[src/rtl/vga_timing_detector.sv]
// vga_timing_detector: recovers line/frame timing (period, active length,
// sync width, position) from a Sync_in/Active_in stream and locks once the
// measured period and active length repeat LOCK_COUNT times in a row.
//
// Output protocol: Meas_valid is a one-cycle, valid-only pulse. There is no
// ready input, so a consumer must sample Meas_* in the cycle Meas_valid is
// high. Meas_* then hold their values until the next capture, a timeout or a
// reset. Err is a one-cycle pulse and is never high together with Meas_valid.
module vga_timing_detector #(
    parameter int REZ_WIDTH     = 11,
    parameter int REZ_MAX_WIDTH = 12,
    parameter int LOCK_COUNT    = 3
) (
    input  logic                     Clk,
    input  logic                     Rst_n,
    input  logic                     Sync_in,
    input  logic                     Active_in,
    output logic [REZ_MAX_WIDTH-1:0] Meas_max,
    output logic [REZ_WIDTH-1:0]     Meas_activ,
    output logic [REZ_WIDTH-1:0]     Meas_sync_width,
    output logic                     Meas_valid,
    output logic [REZ_MAX_WIDTH-1:0] Position,
    output logic                     Locked,
    output logic                     Err,
    output logic [1:0]               dbg_state
);

    typedef enum logic [1:0] {
        IDLE    = 2'd0,
        MEASURE = 2'd1,
        LOCKED  = 2'd2
    } state_t;

    localparam int MATCH_W = $clog2(LOCK_COUNT + 1);
    localparam logic [MATCH_W-1:0]       LOCK_TGT   = MATCH_W'(LOCK_COUNT);
    localparam logic [MATCH_W-1:0]       MATCH_ONE  = MATCH_W'(1);
    localparam logic [REZ_MAX_WIDTH-1:0] PERIOD_TOP = '1;
    localparam logic [REZ_WIDTH-1:0]     RES_SAT    = '1;

    state_t                   state;
    state_t                   state_next;
    logic [MATCH_W-1:0]       match_cnt;
    logic [MATCH_W-1:0]       match_next;
    logic                     locked_next;

    logic                     sync_d;
    logic                     sync_edge;
    logic                     timeout;
    logic                     capture;
    logic                     same_timing;

    logic [REZ_MAX_WIDTH-1:0] period_cnt;
    logic [REZ_WIDTH-1:0]     active_cnt;
    logic [REZ_WIDTH-1:0]     sync_cnt;

    // An edge always wins over a timeout, so the two are mutually exclusive.
    assign sync_edge   = Sync_in & ~sync_d;
    assign timeout     = ~sync_edge && (period_cnt == PERIOD_TOP);
    assign capture     = sync_edge && (state != IDLE);
    assign same_timing = (period_cnt == Meas_max) && (active_cnt == Meas_activ);

    assign Position  = Locked ? (period_cnt - 1'b1) : '0;
    assign dbg_state = state;

    // Delay Sync_in by one cycle for rising-edge detection.
    always_ff @(posedge Clk or negedge Rst_n) begin
        if (!Rst_n) begin
            sync_d <= 1'b0;
        end else begin
            sync_d <= Sync_in;
        end
    end

    // Period, active and sync counters; the edge cycle itself counts as cycle 1.
    always_ff @(posedge Clk or negedge Rst_n) begin
        if (!Rst_n) begin
            period_cnt <= '0;
            active_cnt <= '0;
            sync_cnt   <= '0;
        end else if (timeout) begin
            period_cnt <= '0;
            active_cnt <= '0;
            sync_cnt   <= '0;
        end else if (sync_edge) begin
            period_cnt <= REZ_MAX_WIDTH'(1);
            active_cnt <= {{(REZ_WIDTH-1){1'b0}}, Active_in};
            sync_cnt   <= REZ_WIDTH'(1);
        end else begin
            period_cnt <= period_cnt + 1'b1;
            if (Active_in && (active_cnt != RES_SAT)) begin
                active_cnt <= active_cnt + 1'b1;
            end
            if (Sync_in && (sync_cnt != RES_SAT)) begin
                sync_cnt <= sync_cnt + 1'b1;
            end
        end
    end

    // Result registers: latch the finished period on each capture, clear on timeout.
    always_ff @(posedge Clk or negedge Rst_n) begin
        if (!Rst_n) begin
            Meas_max        <= '0;
            Meas_activ      <= '0;
            Meas_sync_width <= '0;
            Meas_valid      <= 1'b0;
            Err             <= 1'b0;
        end else begin
            Meas_valid <= 1'b0;
            Err        <= timeout;
            if (timeout) begin
                Meas_max        <= '0;
                Meas_activ      <= '0;
                Meas_sync_width <= '0;
            end else if (capture) begin
                Meas_max        <= period_cnt;
                Meas_activ      <= active_cnt;
                Meas_sync_width <= sync_cnt;
                Meas_valid      <= 1'b1;
            end
        end
    end

    // FSM state register together with the match counter and lock flag.
    always_ff @(posedge Clk or negedge Rst_n) begin
        if (!Rst_n) begin
            state     <= IDLE;
            match_cnt <= '0;
            Locked    <= 1'b0;
        end else begin
            state     <= state_next;
            match_cnt <= match_next;
            Locked    <= locked_next;
        end
    end

    // Next-state logic: count repeated captures, lock after LOCK_COUNT equal ones.
    always_comb begin
        state_next  = state;
        match_next  = match_cnt;
        locked_next = Locked;
        if (timeout) begin
            state_next  = IDLE;
            match_next  = '0;
            locked_next = 1'b0;
        end else begin
            case (state)
                IDLE: begin
                    // First edge only starts a period; nothing to capture yet.
                    if (sync_edge) begin
                        state_next = MEASURE;
                        match_next = '0;
                    end
                end
                MEASURE: begin
                    if (capture) begin
                        if ((match_cnt == '0) || !same_timing) begin
                            match_next = MATCH_ONE;
                        end else begin
                            match_next = match_cnt + 1'b1;
                            if ((match_cnt + 1'b1) == LOCK_TGT) begin
                                state_next  = LOCKED;
                                locked_next = 1'b1;
                            end
                        end
                    end
                end
                LOCKED: begin
                    // Sync width changes are reported but do not break lock.
                    if (capture && !same_timing) begin
                        state_next  = MEASURE;
                        match_next  = MATCH_ONE;
                        locked_next = 1'b0;
                    end
                end
                default: begin
                    state_next  = IDLE;
                    match_next  = '0;
                    locked_next = 1'b0;
                end
            endcase
        end
    end

endmodule

[config.mk]
export PLATFORM = sky130hd
export DESIGN_NAME = vga_timing_detector
export DESIGN_NICKNAME = d
export VERILOG_FILES = /design/src/rtl/vga_timing_detector.sv
export SDC_FILE = /design/constraint.sdc
export NUM_CORES = 1
export LEC_CHECK = 0
export CORE_UTILIZATION = 60
export DETAILED_ROUTE_END_ITERATION = 8
export PLACE_DENSITY = 0.95
export SETUP_SLACK_MARGIN = 0.02
export SKIP_LAST_GASP = 1
export SYNTH_ARGS = -nofsm -noshare
export SYNTH_HDL_FRONTEND = slang
export SYNTH_SLANG_ARGS = --single-unit
[constraint.sdc]
create_clock -name Clk -period 3.4 [get_ports Clk]
set_input_delay 0.51 -clock Clk [delete_from_list [all_inputs] [get_ports Clk]]
set_output_delay 0.51 -clock Clk [all_outputs]
set_load 0.02 [all_outputs]
==> metrics.txt, run 1 <==
status=finished clean; H-tree depth=3; # hold bufs at CTS=0; count of maximum capacitance violations=0; max-slew violations=0; PortBufs=54; Post-synth EDFFs=0; pre-CTS setup slack=0.409 ns; Final Cycle Share=0.942; R2R setup slack=0.93 ns; Syn Area/Cell=9.23 um^2; 1st-iter DRT viols=300; worst-skew pair later-pin latency=0.36 ns; r2r startpoint=period_cnt[9]$_DFF_PN0_; sequential area share after synthesis=0.460; Antenna Cells=0; final worst slack=0.196 ns; CTS buffer count=9; first-pass detailed-route iteration total=6; Worst setup EP type=primary output; hold crit path type=in -> async; largest net degree at the start of global routing=77; Synth cell types=48; reg2reg end=match_cnt[0]$_DFFE_PN0P_; Core Region=6490 um^2; Setup TNS=0 ns; relative slew slack=0.376; most common library cells after synthesis=dfrtp_1 (76), nand2_1 (76), nor2_1 (42), o21ai_0 (41), xor2_1 (39); Main synth FF type=dfrtp_1; die area=7230 um^2; Worst VDD drop=0.345 mV; Routability Congestion=0.897; starting density of the core=0.637; startpoint types=flip-flop; Critical Path RT=2.89 ns; Comb pwr share=0.313; # DRC=0; Max Fanout on Critical Path=11; row count=29; area of the multi-input gates=2020 um^2; gr ovfl total=0; static leakage=2.23 nW; Root Driver=clkbuf_8; CTS Buffer Depth=2; Switching Power=1.08 mW; synthesized net count=462; Slew @ Worst Pin=0.936 ns; FF-to-FF path depth=6; Synthesis Warnings=0; Final Critical Period=3.20 ns; number of vias per cell=5.95; Seq. cell area=1900 um^2; vias in the first global route=3391; Hold Fails Final Rpt=0; Setup-failing EPs final=0; antenna violations before repair=0; Gate Count Post-Synth=448; Pint=1.97 mW; Layout area overhead=18.7%; layout cell share with drive strength beyond 1=0.0766; unrepaired setup endpoints after global routing=false; cell area after synthesis=4140 um^2; Filler Cell Count=435; CTS tree=yes; crit path DAT=2.69 ns; global-route wire length before repair=16500 um; Die Span Y=85.0 um; IO Count=55; cell accounting for the most synthesized area=dfrtp_1; via count=3412; drt total wl=9780 um; FMAX=0.312 GHz; chip width=85.0 um; switching part of the total=0.353; Seq pwr share=0.402; Synth top area share=0.460; critical path class=reg -> out; final net count=505; PnR Total Power=3.05 mW; Seq cells post-synth=76; async set-or-reset flop fraction in the synthesized netlist=1.00; All-Layer GR Usage=0.295; Clock transition at path regs=0.08 ns; main area contributors after synthesis=dfrtp_1 (46%), xor2_1 (8.3%), nand2_1 (6.9%), o21ai_0 (5.0%), nor2_1 (3.8%); pwr dens=620 nW/um^2; clock power share=0.284; Layout Skew=0.00778 ns; setup bufs post-CTS=0; Post-DP HPWL=6460 um; clock sink count=76; average routed wire per standard cell=17.1 um; antenna-violating nets left=0
worst max path at each step:
stage | startpoint | end | depth (start not counted)
floorplan | period_cnt[2]$_DFF_PN0_ | Position[10] | 7
global placement | period_cnt[2]$_DFF_PN0_ | Position[10] | 7
detailed placement | period_cnt[2]$_DFF_PN0_ | Position[10] | 7
CTS | period_cnt[2]$_DFF_PN0_ | Position[10] | 7
global route | period_cnt[2]$_DFF_PN0_ | Position[10] | 7
finish | period_cnt[2]$_DFF_PN0_ | Position[10] | 7
critical path: stages, from the launching register on:
cell and delay (ns):
dfrtp_1 0.53, nor2_1 0.22, nor4b_2 0.29, nand2_1 0.15, nor4_2 0.21, xor2_1 0.19, and2_1 0.14, clkdlybuf4s50_1 0.61
through the flow:
stage                     hold slack [ns]  instance area, um^2  cells   util
after floorplan                     0.214                 4140    448      -
after global placement              0.500                 4650    557  0.716
after detailed placement            0.518                 4650    557  0.716
after CTS                           0.413                 4900    573  0.755
after global routing                0.460                 4910    573  0.756
final                               0.357                 4910    573  0.756
cell families after synthesis:
family	Yosys count	share of synthesized area
muxes	2	0.00484
xor gates and xnor gates	56	0.119
buffers and inverters	42	0.0547
DFF	76	0.460
adders and majority gates	10	0.0302
and+or+nand+nor	194	0.232
AOI/OAI and AO/OA	68	0.100
registers in the layout (all words and copies together) (netlist names), 2 cells and up:
name / flops
Meas_max: 12
period_cnt: 12
Meas_activ: 11
Meas_sync_width: 11
active_cnt: 11
sync_cnt: 11
dbg_state: 2
match_cnt: 2
layout make-up:
class,count,share of cell area
Clock inverter,4,0.0194
Sequential cell,76,0.387
Clock buffer,12,0.0316
Inverter,15,0.0140
Tap cell,77,0.0196
Multi-Input combinational cell,330,0.411
Timing Repair Buffer,59,0.117
timing repair:
action,CTS,global route
hold endpoints to repair,0,0
endpoints found under the setup margin,1,1
resized for setup,1,1
metal layers:
metal	wire, um	vias to the layer above	part of all wire	global-route usage
li1	-	1587	-	-
met1	3950	1627	0.40	0.381
met2	4780	169	0.49	0.484
met3	728	29	0.074	0.0486
met4	315	0	0.032	0.149
met5	0	-	0	0
placed cells by master, fill, tap and decap left out, types with 3 or more instances in the layout:
cell type / instances
dfrtp_1: 76
nand2_1: 76
clkdlybuf4s50_1: 53
nor2_1: 42
o21ai_0: 41
xor2_1: 39
xnor2_1: 17
nand3_1: 16
inv_1: 14
a21oi_1: 11
clkbuf_8: 11
ha_1: 10
and2_1: 9
nand4_1: 8
nor4_1: 7
nor3_1: 5
buf_4: 5
a21boi_0: 4
nor3b_1: 4
and3_1: 4
nand2b_1: 3
and4_4: 3
o31ai_1: 3
bufinv_16: 3
power groups by stage:
stage | Clock (mW) | Combinational [mW] | Sequential (mW)
after global placement | 0 | 0.900 | 1.22
after detailed placement | 0 | 0.927 | 1.23
final | 0.865 | 0.955 | 1.23
after CTS | 0.867 | 0.944 | 1.22
after floorplan | 0 | 0.568 | 1.26
after global routing | 0.902 | 1.05 | 1.25
(Power assumes the default switching activity.)
==> inputs of run 2 (changes only) <==
--- a/config.mk
+++ b/config.mk
@@ -5,6 +5,7 @@
 export SDC_FILE = /design/constraint.sdc
 export NUM_CORES = 1
 export LEC_CHECK = 0
+export CORE_MARGIN = 2
 export CORE_UTILIZATION = 60
 export DETAILED_ROUTE_END_ITERATION = 8
 export PLACE_DENSITY = 0.95
==> metrics.txt, run 2 (synthesis gave the netlist of run 1 again) <==
Final Cycle Share=0.936 (was 0.942); pwr dens=586 nW/um^2 (was 620 nW/um^2); status=finished clean (unchanged); Routability Congestion=0.878 (was 0.897); row count=30 (was 29); switching part of the total=0.373 (was 0.353); WP buf/inv=1 (unchanged); first-pass detailed-route iteration total=5 (was 6); Layout area overhead=17.2% (was 18.7%); hold crit path type=in -> async (unchanged); # hold bufs at CTS=0 (unchanged); layout cell share with drive strength beyond 1=0.0726 (was 0.0766); clock sink count=76 (unchanged); Antenna Cells=0 (unchanged); Core Region=6720 um^2 (was 6490 um^2); final net count=506 (was 505); Layout Skew=0.0108 ns (was 0.00778 ns); Root Driver=clkbuf_8 (unchanged); drt total wl=9730 um (was 9780 um); non-filler cells, final=576 (was 573); Comb pwr share=0.338 (was 0.313); startpoint types=flip-flop (unchanged); Slew @ Worst Pin=1.07 ns (was 0.936 ns); CTS tree=yes (unchanged); Worst path slowest cell=clkdlybuf4s50_1 (unchanged); Seq pwr share=0.427 (was 0.402); Die Span Y=87.0 um (was 85.0 um); static leakage=2.20 nW (was 2.23 nW); average routed wire per standard cell=16.9 um (was 17.1 um); CP Cell Sequence=nor2_1 > nor4b_2 > nand2_1 > nor4_1 > xor2_1 > and2_1 > clkdlybuf4s50_1 (was nor2_1 > nor4b_2 > nand2_1 > nor4_2 > xor2_1 > and2_1 > clkdlybuf4s50_1); Worst VDD drop=0.325 mV (was 0.345 mV); Setup-failing EPs final=0 (unchanged); Post-DP HPWL=6660 um (was 6460 um); Switching Power=1.06 mW (was 1.08 mW); starting density of the core=0.616 (was 0.637); H-tree depth=3 (unchanged); 1st-iter DRT viols=297 (was 300); PortBufs=54 (unchanged); unrepaired setup endpoints after global routing=false (unchanged); number of vias per cell=5.86 (was 5.95); Final Util=0.722 (was 0.756); CTS Buffer Depth=2 (unchanged); Hold Fails Final Rpt=0 (unchanged); antenna-violating nets left=0 (unchanged); Clock transition at path regs=0.08 ns (about the same); Pint=1.78 mW (was 1.97 mW); pre-CTS setup slack=0.500 ns (was 0.409 ns); # placed instances=561 (was 557); CP max stage delay=0.60 ns (was 0.61 ns); FMAX=0.314 GHz (was 0.312 GHz); All-Layer GR Usage=0.275 (was 0.295); die area=7570 um^2 (was 7230 um^2); Max Fanout on Critical Path=11 (unchanged); Largest delay share family, worst path=simple AND/OR/NAND/NOR gates (unchanged); chip width=87.0 um (was 85.0 um); Worst setup EP type=primary output (unchanged); Final Critical Period=3.18 ns (was 3.20 ns); worst-skew pair later-pin latency=0.35 ns (was 0.36 ns); gr ovfl total=0 (unchanged); global-route wire length before repair=16000 um (was 16500 um); Setup TNS=0 ns (unchanged); via count=3378 (was 3412); antenna violations before repair=0 (unchanged); largest net degree at the start of global routing=50 (was 77); most frequent cells in the layout=dfrtp_1 (76), nand2_1 (76), clkdlybuf4s50_1 (53), nor2_1 (42), o21ai_0 (41) (unchanged); CTS buffer count=9 (unchanged); vias in the first global route=3287 (was 3391); count of maximum capacitance violations=0 (unchanged); critical path class=reg -> out (unchanged); crit path DAT=2.67 ns (was 2.69 ns); Critical Path RT=2.89 ns (about the same); clock power share=0.235 (was 0.284); IO Count=55 (unchanged); relative slew slack=0.290 (was 0.376); # DRC=0 (unchanged); final worst slack=0.218 ns (was 0.196 ns); max-slew violations=0 (unchanged); Regs by FF count=Meas_max x12, period_cnt x12 (unchanged)
## run 2: through the flow
stage / hold WS (ns) / total power, mW / area, um^2
floorplan: 0.214 / 1.83 / 4140
global placement: 0.497 / 2.13 / 4660
detailed placement: 0.507 / 2.16 / 4660
CTS: 0.380 / 2.84 / 4840
global route: 0.433 / 3.00 / 4850
finish: 0.344 / 2.84 / 4850
## run 2: repair_timing
item,CTS,global route
endpoints found under the setup margin,0,2
gates resized for setup,0,1
setup buffers,0,0
## run 2: worst paths after layout
| check | from | endpoint | slack, ns | depth (start not counted) |
|---|---|---|---|---|
| worst max-delay path | period_cnt[2]$_DFF_PN0_ | Position[10] | 0.22 | 7 |
| worst min-delay path | Rst_n | Err$_DFF_PN0_ | 0.34 | 1 |
| worst max register to register | period_cnt[4]$_DFF_PN0_ | match_cnt[0]$_DFFE_PN0P_ | 0.82 | 6 |
| worst min register to register | Meas_sync_width[7]$_DFFE_PN0P_ | Meas_sync_width[7]$_DFFE_PN0P_ | 0.52 | 2 |
| max in group asynchronous | Rst_n | active_cnt[7]$_DFFE_PN0P_ | 2.22 | 2 |
| min in group Clk | Meas_sync_width[7]$_DFFE_PN0P_ | Meas_sync_width[7]$_DFFE_PN0P_ | 0.52 | 2 |
## run 2: power by group through the flow
stage               combinational [mW]  sequential [mW]  clock, mW
global route                      1.05             1.24      0.716
finish                           0.960             1.21      0.668
detailed placement               0.936             1.23          0
CTS                              0.953             1.21      0.678
global placement                 0.906             1.22          0
floorplan                        0.568             1.26          0
## run 2: per-layer routing
metal  share of wire  wire length, um  vias up  track usage
li1                -                -     1577            -
met5               0                0        -            0
met1            0.41             3990     1649        0.358
met2            0.51             4980      132        0.452
met3           0.052              503       20       0.0398
met4           0.026              252        0        0.132
## run 2: cell type report
cell class                 instances  area, um^2
multi-input combinational        330        2010
sequential                        76        1900
fill                             469        1870
timing repair buffer              60         581
clock buffer                      11         131
tap                               80         100
inverter                          15        68.8
clock inverter                     4        51.3
